**src/rtl/perf_pkg.sv**
```systemverilog
// Shared constants for the performance-counter MMIO window: register
// offsets, CTRL bit positions and the default counter width.
package perf_pkg;

    localparam int PERF_CNT_WIDTH = 32;

    localparam logic [7:0] PERF_CYCLE     = 8'h10;
    localparam logic [7:0] PERF_INSTRET   = 8'h14;
    localparam logic [7:0] PERF_CLEAR     = 8'h18;
    localparam logic [7:0] PERF_BRANCH    = 8'h1C;
    localparam logic [7:0] PERF_MISPRED   = 8'h20;
    localparam logic [7:0] PERF_CTRL      = 8'h24;
    localparam logic [7:0] PERF_SNAP_BASE = 8'h30;

    localparam int CTRL_EN_BIT   = 0;
    localparam int CTRL_SNAP_BIT = 1;

    // Offset of snapshot register idx (0 cycles, 1 instret, 2 branches, 3 mispredicts)
    function automatic logic [7:0] perf_snap_off(input logic [1:0] idx);
        return PERF_SNAP_BASE + {4'h0, idx, 2'b00};
    endfunction

endpackage

```
**src/rtl/perf_counter_unit_counter.sv**
```systemverilog
// One wrapping event counter with clear priority and a snapshot copy.
// The snapshot captures the live value before this cycle's update.
module perf_counter
    import perf_pkg::*;
#(
    parameter int                   CNT_WIDTH = PERF_CNT_WIDTH,
    parameter logic [CNT_WIDTH-1:0] INIT      = {CNT_WIDTH{1'b0}}
) (
    input  logic                 clk,
    input  logic                 rst,
    input  logic                 inc,
    input  logic                 clr,
    input  logic                 snap,
    output logic [CNT_WIDTH-1:0] live,
    output logic [CNT_WIDTH-1:0] snapshot
);

    logic [CNT_WIDTH-1:0] live_r;
    logic [CNT_WIDTH-1:0] snap_r;

    // Live count: clear beats increment, increment wraps modulo 2^CNT_WIDTH
    always_ff @(posedge clk) begin
        if (rst) begin
            live_r <= INIT;
        end else if (clr) begin
            live_r <= {CNT_WIDTH{1'b0}};
        end else if (inc) begin
            live_r <= live_r + {{(CNT_WIDTH-1){1'b0}}, 1'b1};
        end else begin
            live_r <= live_r;
        end
    end

    // Snapshot copy of the pre-update live value
    always_ff @(posedge clk) begin
        if (rst) begin
            snap_r <= {CNT_WIDTH{1'b0}};
        end else if (snap) begin
            snap_r <= live_r;
        end else begin
            snap_r <= snap_r;
        end
    end

    assign live     = live_r;
    assign snapshot = snap_r;

endmodule

```
**src/rtl/perf_counter_unit.sv**
```systemverilog
// Memory-mapped performance counters: cycles, retired instructions,
// retired branches and mispredictions, with clear, pause and snapshot.
module perf_counter_unit
    import perf_pkg::*;
#(
    parameter int                   CNT_WIDTH    = PERF_CNT_WIDTH,
    parameter int                   ADDR_WIDTH   = 8,
    parameter logic [CNT_WIDTH-1:0] INSTRET_INIT = {CNT_WIDTH{1'b0}}
) (
    input  logic                  clk,
    input  logic                  rst,
    input  logic [ADDR_WIDTH-1:0] mmio_addr,
    input  logic                  mmio_re,
    input  logic                  mmio_we,
    input  logic [31:0]           mmio_wdata,
    output logic [31:0]           mmio_rdata,
    input  logic                  inst_retire,
    input  logic                  branch_retire,
    input  logic                  branch_mispredict,
    output logic [CNT_WIDTH-1:0]  cycle_counter,
    output logic [CNT_WIDTH-1:0]  instruction_counter
);

    logic [ADDR_WIDTH-1:0] addr_word_s;
    logic                  wr_clear_s;
    logic                  wr_ctrl_s;
    logic                  snap_s;
    logic                  en_r;
    logic                  inc_cyc_s;
    logic                  inc_inst_s;
    logic                  inc_br_s;
    logic                  inc_mis_s;
    logic [CNT_WIDTH-1:0]  live_cyc_s;
    logic [CNT_WIDTH-1:0]  live_inst_s;
    logic [CNT_WIDTH-1:0]  live_br_s;
    logic [CNT_WIDTH-1:0]  live_mis_s;
    logic [CNT_WIDTH-1:0]  snap_cyc_s;
    logic [CNT_WIDTH-1:0]  snap_inst_s;
    logic [CNT_WIDTH-1:0]  snap_br_s;
    logic [CNT_WIDTH-1:0]  snap_mis_s;
    logic [31:0]           rd_next_s;
    logic [31:0]           rdata_r;
    logic                  unused_s;

    // Store decode and qualified increment enables (old en applies this cycle)
    always_comb begin
        addr_word_s = {mmio_addr[ADDR_WIDTH-1:2], 2'b00};
        wr_clear_s  = mmio_we && (addr_word_s == ADDR_WIDTH'(PERF_CLEAR));
        wr_ctrl_s   = mmio_we && (addr_word_s == ADDR_WIDTH'(PERF_CTRL));
        snap_s      = wr_ctrl_s && mmio_wdata[CTRL_SNAP_BIT];
        inc_cyc_s   = en_r;
        inc_inst_s  = en_r && inst_retire;
        inc_br_s    = en_r && inst_retire && branch_retire;
        inc_mis_s   = en_r && inst_retire && branch_retire && branch_mispredict;
    end

    assign unused_s = ^{mmio_wdata[31:2], mmio_addr[1:0]};

    // CTRL enable bit: resets to counting, updated by any CTRL store
    always_ff @(posedge clk) begin
        if (rst) begin
            en_r <= 1'b1;
        end else if (wr_ctrl_s) begin
            en_r <= mmio_wdata[CTRL_EN_BIT];
        end else begin
            en_r <= en_r;
        end
    end

    perf_counter #(.CNT_WIDTH(CNT_WIDTH), .INIT({CNT_WIDTH{1'b0}})) u_cycles (
        .clk(clk), .rst(rst), .inc(inc_cyc_s), .clr(wr_clear_s), .snap(snap_s),
        .live(live_cyc_s), .snapshot(snap_cyc_s)
    );

    perf_counter #(.CNT_WIDTH(CNT_WIDTH), .INIT(INSTRET_INIT)) u_instret (
        .clk(clk), .rst(rst), .inc(inc_inst_s), .clr(wr_clear_s), .snap(snap_s),
        .live(live_inst_s), .snapshot(snap_inst_s)
    );

    perf_counter #(.CNT_WIDTH(CNT_WIDTH), .INIT({CNT_WIDTH{1'b0}})) u_branches (
        .clk(clk), .rst(rst), .inc(inc_br_s), .clr(wr_clear_s), .snap(snap_s),
        .live(live_br_s), .snapshot(snap_br_s)
    );

    perf_counter #(.CNT_WIDTH(CNT_WIDTH), .INIT({CNT_WIDTH{1'b0}})) u_mispred (
        .clk(clk), .rst(rst), .inc(inc_mis_s), .clr(wr_clear_s), .snap(snap_s),
        .live(live_mis_s), .snapshot(snap_mis_s)
    );

    // Read mux over current register contents; unmapped offsets read 0
    always_comb begin
        rd_next_s = 32'h0000_0000;
        case (addr_word_s)
            ADDR_WIDTH'(PERF_CYCLE):        rd_next_s = 32'(live_cyc_s);
            ADDR_WIDTH'(PERF_INSTRET):      rd_next_s = 32'(live_inst_s);
            ADDR_WIDTH'(PERF_BRANCH):       rd_next_s = 32'(live_br_s);
            ADDR_WIDTH'(PERF_MISPRED):      rd_next_s = 32'(live_mis_s);
            ADDR_WIDTH'(PERF_CTRL):         rd_next_s[CTRL_EN_BIT] = en_r;
            ADDR_WIDTH'(perf_snap_off(2'd0)): rd_next_s = 32'(snap_cyc_s);
            ADDR_WIDTH'(perf_snap_off(2'd1)): rd_next_s = 32'(snap_inst_s);
            ADDR_WIDTH'(perf_snap_off(2'd2)): rd_next_s = 32'(snap_br_s);
            ADDR_WIDTH'(perf_snap_off(2'd3)): rd_next_s = 32'(snap_mis_s);
            default:                        rd_next_s = 32'h0000_0000;
        endcase
    end

    // Load data register: captured on a load strobe, held otherwise
    always_ff @(posedge clk) begin
        if (rst) begin
            rdata_r <= 32'h0000_0000;
        end else if (mmio_re) begin
            rdata_r <= rd_next_s;
        end else begin
            rdata_r <= rdata_r;
        end
    end

    assign mmio_rdata          = rdata_r;
    assign cycle_counter       = live_cyc_s;
    assign instruction_counter = live_inst_s;

endmodule

```
**config.mk**
```make
export PLATFORM = sky130hd
export DESIGN_NAME = perf_counter_unit
export DESIGN_NICKNAME = d
export VERILOG_FILES = /design/src/rtl/perf_pkg.sv /design/src/rtl/perf_counter_unit_counter.sv /design/src/rtl/perf_counter_unit.sv
export SDC_FILE = /design/constraint.sdc
export NUM_CORES = 1
export LEC_CHECK = 0
export CORE_ASPECT_RATIO = 0.5
export CORE_UTILIZATION = 35
export DETAILED_ROUTE_END_ITERATION = 8
export DONT_BUFFER_PORTS = 1
export GPL_ROUTABILITY_DRIVEN = 0
export PLACE_DENSITY = 0.51
export SYNTH_ARGS = -nofsm -noshare
export SYNTH_HDL_FRONTEND = slang
export SYNTH_SLANG_ARGS = --single-unit
```
**constraint.sdc**
```tcl
create_clock -name clk -period 2.4 [get_ports clk]
set_clock_uncertainty 0.15 [all_clocks]
set_input_delay 0.24 -clock clk [delete_from_list [all_inputs] [get_ports clk]]
set_output_delay 0.24 -clock clk [all_outputs]
set_load 0.005 [all_outputs]
```
# Yosys cells after proc, flatten, opt, wreduce, memory -nomap -nowiden
# Cells that the tools add are included.
# op_classes
n_addsub	4
eq_ne	10
mux	2
reduce_logical	7
# ops
cell	count
$pmux 31 s8	1
$add 32x1->32 const B	4
$eq 6x4->1 const B	6
$eq 6x3->1 const B	4
$pmux 1 s9	1
$logic_and 1x1->1	6
$reduce_or 2->1	1
# totals
register_bits	289
in_bits	47
output_inout_bits	96
wordCells	33

# Depth between registers and ports, before layout
# logic_depth
ltp_word	3
mapped_depth	8

# Modules after synthesis
# A second synthesis with hierarchy kept.
# unflattened
hier_cells	1503
hier_area_um2	13669.4
# modules_own_cells
mod	n_inst	cells_each	area_each_um2	seq_area_each_um2
perf_counter	4	281	2628.8	1281.2
perf_counter_unit	1	379	3154.3	660.6

# Worst setup path after synthesis
# No wires, ideal clock.
# synth_path
path_type	register to register
startpoint	register u_mispred.live_r[0], in the netlist u_mispred.live[0]
endpoint	register u_mispred.live_r[30], in the netlist u_mispred.live[30]
arrival_ns	1.755
t_required_ns	2.180
path_slack_ns	0.425
path_stages_with_launch	7
n_path_buf	1
period_less_slack_ns	1.975
path_cell_list	dfxtp_1 ha_1 inv_1 or3_1 buf_2 or4_1 a21oi_1
# synth_between
elab_chain_len	1
# synth_rtl
item	line_no	source
start, declared	perf_counter_unit_counter.sv:18	logic [CNT_WIDTH-1:0] live_r;
start signal, assigned	perf_counter_unit_counter.sv:26	live_r <= {CNT_WIDTH{1'b0}};
start signal, assigned	perf_counter_unit_counter.sv:28	live_r <= live_r + {{(CNT_WIDTH-1){1'b0}}, 1'b1};
start signal, assigned	perf_counter_unit_counter.sv:30	live_r <= live_r;
$add 32x1->32	perf_counter_unit_counter.sv:28	
# Every way passes these cells.
# A chain may end at the register's enable or synchronous reset.

# Worst setup path after layout
# layout_path
startpoint	input mmio_addr[5]
endpoint	register u_mispred.live_r[1], in the netlist u_mispred.live[1]
# layout_between
elab_chain_len	3
# layout_rtl
item	line_no	source
start, declared	perf_counter_unit.sv:12	input logic [ADDR_WIDTH-1:0] mmio_addr,
$eq 6x3->1	perf_counter_unit.sv:48	wr_clear_s = mmio_we && (addr_word_s == ADDR_WIDTH'(PERF_CLEAR));
$logic_and 1x1->1	perf_counter_unit.sv:48	
$reduce_or 2->1 (no source line)	n/a	
# Every way passes these cells.

==> results by stage <==
Critical path:
- At the worst endpoint, the required time is 2690 ps.
- The data arrival time at the worst-slack endpoint is 2600 ps.
- The launching element of the worst setup path is mmio_addr[5].
- The startpoint kind of the worst setup timing path is a primary input.
- The count of cells along the worst register-to-register path is 6.
- Across all register-to-register paths, the minimum setup slack is about 170 ps.
- In this run the critical register-to-register path is launched from u_cycles.live[0]$_SDFFE_PP0P_.
- The biggest fanout along the worst timing path is 20.
- The critical setup path kind is primary input to flop.
- STA classifies the critical path endpoint as a flop.
- In this run the critical register-to-register path is captured at mmio_rdata[0]$_SDFFE_PP0P_.
- The critical path ends at u_mispred.live[1]$_SDFFE_PP0P_.

Pwr:
- The worst-case IR drop observed on VDD is roughly 0.00046 V.
- Of the total power, registers draw 0.477.
- The share of total power dissipated in the clock network is 0.488.
- Summed over all nets, the switching power comes to 2240 uW.
- The static leakage is 0.00543 uW.
- The switching share of power is 0.222.
- The share of total power dissipated in combinational logic is 0.035.
- Cell internal power was estimated by the tool at 7860 uW.
- The power per standard cell area is 643 mW/mm^2.

GRT:
- In the global route stage, overall resource usage came out at 0.232.
- The largest net degree at the start of global routing is 115.
- The number of global-route vias before repair was 11200.
- The number of antenna violations at the first check in global routing is 5.
- The global route total overflow is 0.
- The wire length of the first global-routing pass is 69.3 mm.

Routing:
- The pre-antenna-repair detailed-routing pass consisted of 6 iterations.
- The final antenna-violating net count is 0.
- After detailed routing, the number of remaining DRC violations is 0.
- For this block, the via count after detailed routing is 12000.
- After detailed routing, the number of vias per cell comes to 5.54.
- The routed design has between 40 and 50 mm of wire.
- After detailed routing, the average wire length per cell comes to 21.4 microns.
- After the first detailed-routing iteration, the DRC count stood at 977.

Run status:
- The flow ran to the end, and the final reports show no timing, DRC or antenna violations.

Place:
- In this run the cell area measured after placement is 0.0143 sq mm.
- The number of placed instances, taps included, is between 2000 and 2500.
- The estimated wirelength of the detail-placed design is 30.6 mm.
- The post-place setup slack is 106 ps.
- Buffers placed on the I/O ports in this run total 0.

Synthesis:
- The most used flip-flop cell after synthesis is sky130_fd_sc_hd__dfxtp_1.
- The synthesized area is approximately 0.013 sq mm.
- The synthesis warning total is 0.
- Averaged over all synthesized cells, the footprint is 8.40 sq um.
- The gate count after technology mapping is about 1600.
- The number of nets produced by synthesis is 1629.
- The number of enable flip-flop cells after synthesis is 0.
- The share of synthesized registers carrying an async set or reset is 0.
- The register bit total from synthesis is approximately 290.
- The sequential-to-total area share from yosys stat is 0.436.
- The number of distinct library cell variants in the gate-level netlist after synthesis is 51.

Clock network:
- The number of setup buffers added after CTS is 0.
- The tree is rooted in a sky130_fd_sc_hd__clkbuf_16.
- The clock tree from TritonCTS is built.
- The insertion delay to the later sink of the worst-skew pair is 570 ps.
- The maximum clock path buffer count is 3.
- In this run the number of H-tree levels came out at 1.
- The number of sinks driven by the clock tree is 289.
- Clock-pin slew was measured on the worst setup and hold paths at 60 ps.
- In this run, CTS created clock tree buffers numbering 29.

Floorplanning:
- After floorplanning, the core was sized to cover approximately 0.037 sq mm.
- The die boundary height is 140 microns.
- The initial cell density of the core is 0.362.
- The die area is 0.0387 sq mm.
- The initialized floorplan defines 49 standard-cell rows.
- The number of top-level pins is 143.
- The horizontal extent of the die is 277 microns.

Timing:
- Setup violations remaining at the end of the flow were counted as 0.
- The final count of pins violating max slew came to 0.
- The period utilization is 0.960.
- Setup repair after global routing left no endpoint under its margin.
- The clock period could shrink to about 2300 ps.
- The number of hold violations in the final report is 0.
- The worst setup margin is 96.9 ps.
- The upper clock frequency limit is about 0.43 GHz.
- The normalized max-slew margin is 0.504.
- For the pin with the worst max-slew slack, the measured transition is 726 ps.
- After routing, the total negative slack on setup checks comes to 0 ps.

Hold path:
- The kind of path behind the tightest hold check is primary input to flop.

Run:
- The max-capacitance violation count is 0.

Finish:
- The area growth from synthesis to layout is 18.4%.
- The share of final-layout standard cells stronger than drive strength 1 is 0.128.
- The finished layout holds 2159 standard cells, fillers aside.
- The leading cell type in the layout, fill and taps excluded is sky130_fd_sc_hd__nand2_1.
- Leaving out fill and tap cells, the most frequent cells in the layout are 342 x sky130_fd_sc_hd__nand2_1, 288 x sky130_fd_sc_hd__dfxtp_1, 155 x sky130_fd_sc_hd__nor2_1, 148 x sky130_fd_sc_hd__a21oi_1, 105 x sky130_fd_sc_hd__buf_4.
- The post-route cell area is 0.0157 sq mm.
- The final-stage net count is 1701.
==> kinds of logic after synthesis <==
logic type | Yosys count | synth area share
multiplexers | 77 | 0.0798
adder cells (fa/ha/maj) | 4 | 0.00377
AO/OA/AOI/OAI | 267 | 0.120
AND/OR/NAND/NOR | 709 | 0.243
XOR/XNOR | 105 | 0.0693
flip-flops | 289 | 0.436
buffers and inverters | 127 | 0.0475
==> cell usage after synthesis, types with 2 or more instances <==
cell type	instances	share of area
sky130_fd_sc_hd__nor4_2	2	0.0019
sky130_fd_sc_hd__o31ai_1	4	0.0023
sky130_fd_sc_hd__nand4_1	46	0.022
sky130_fd_sc_hd__o21ai_0	44	0.017
sky130_fd_sc_hd__mux2_2	10	0.0085
sky130_fd_sc_hd__xnor2_1	36	0.024
sky130_fd_sc_hd__or4_1	4	0.0023
sky130_fd_sc_hd__clkbuf_1	54	0.015
sky130_fd_sc_hd__a211oi_1	2	0.0011
sky130_fd_sc_hd__ha_1	4	0.0038
sky130_fd_sc_hd__and2_1	6	0.0028
sky130_fd_sc_hd__or2_2	2	0.00094
sky130_fd_sc_hd__and3_1	20	0.0094
sky130_fd_sc_hd__nor2_1	157	0.044
sky130_fd_sc_hd__inv_1	19	0.0054
sky130_fd_sc_hd__buf_6	11	0.0093
sky130_fd_sc_hd__a2111oi_0	10	0.0066
sky130_fd_sc_hd__a21oi_1	148	0.056
sky130_fd_sc_hd__nor2b_1	3	0.0014
sky130_fd_sc_hd__buf_2	31	0.012
sky130_fd_sc_hd__nand3_1	40	0.015
sky130_fd_sc_hd__xor2_1	69	0.046
sky130_fd_sc_hd__or3_1	14	0.0066
sky130_fd_sc_hd__dfxtp_1	289	0.44
sky130_fd_sc_hd__a221o_1	22	0.017
sky130_fd_sc_hd__mux4_2	22	0.037
sky130_fd_sc_hd__nor4_1	14	0.0066
sky130_fd_sc_hd__buf_4	8	0.0045
sky130_fd_sc_hd__nor4_4	3	0.0048
sky130_fd_sc_hd__and4_1	9	0.0059
sky130_fd_sc_hd__a22oi_1	31	0.018
sky130_fd_sc_hd__nand2_1	342	0.097
sky130_fd_sc_hd__mux2i_1	45	0.034
sky130_fd_sc_hd__nor3_1	38	0.014
sky130_fd_sc_hd__buf_1	3	0.00085
==> flip-flops by register name (all words and copies together), names as in the netlist <==
register             flops
mmio_rdata              32
u_branches.live         32
u_mispred.live          32
u_cycles.snapshot       32
u_instret.snapshot      32
u_mispred.snapshot      32
u_cycles.live           32
u_branches.snapshot     32
u_instret.live          32
en_r                     1
==> routing by layer <==
| layer | track usage | up-vias | routed length, microns |
|---|---|---|---|
| li1 | - | 5628 | - |
| met1 | 0.336 | 5875 | 21900 |
| met2 | 0.338 | 388 | 19400 |
| met3 | 0.0683 | 63 | 4130 |
| met4 | 0.0439 | 0 | 807 |
| met5 | 0 | - | 0 |
==> layout make-up <==
class / count / area, sq um
multi-input combinational: 1162 / 6880
clock inverter: 12 / 190
antenna: 4 / 10.0
clock buffer: 40 / 827
timing repair buffer: 149 / 1330
tap: 484 / 606
fill: 3584 / 20900
inverter: 19 / 71.3
sequential: 289 / 5790
==> per-stage QoR <==
step                utilization  hold WS (ps)  power [uW]
floorplan                     -           214        5160
global placement          0.389           179        5160
detailed placement        0.389           177        5170
CTS                       0.429          1.78       10100
global route              0.429          22.7       10400
finish                    0.429          18.2       10100
==> power by group through the flow <==
stage                     combinational, uW  sequential (uW)  clock [uW]
after floorplan                         227             4930           0
after global placement                  233             4930           0
after detailed placement                237             4930           0
after CTS                               338             4820        4990
after global routing                    370             4820        5170
final                                   352             4820        4920
==> repair_timing <==
item | 4_1_cts | 5_1_grt
endpoints found under the setup margin | 0 | 2
gates resized for setup | 0 | 2
hold buffers | 37 | 0
hold endpoints to repair | 183 | 0
==> worst min-delay path by stage <==
stage	start	endpoint	slack (ps)	depth (start not counted)
CTS	mmio_addr[3]	mmio_rdata[2]$_SDFFE_PP0P_	2	4
floorplan	mmio_wdata[0]	en_r$_SDFFE_PP1N_	210	2
global route	mmio_addr[2]	mmio_rdata[16]$_SDFFE_PP0P_	20	4
finish	mmio_addr[2]	mmio_rdata[16]$_SDFFE_PP0P_	20	4
global placement	rst	u_branches.snapshot[24]$_SDFFE_PP0P_	180	1
detailed placement	rst	u_branches.snapshot[24]$_SDFFE_PP0P_	180	1
==> worst max-delay path, cell delays in order <==
cell,delay (ps)
sky130_fd_sc_hd__or4b_1,580
sky130_fd_sc_hd__nor3_1,350
sky130_fd_sc_hd__buf_4,180
sky130_fd_sc_hd__or2_4,320
sky130_fd_sc_hd__buf_4,310
sky130_fd_sc_hd__a21oi_1,60
sky130_fd_sc_hd__dlygate4sd3_1,550
(Power assumes the default switching activity.)
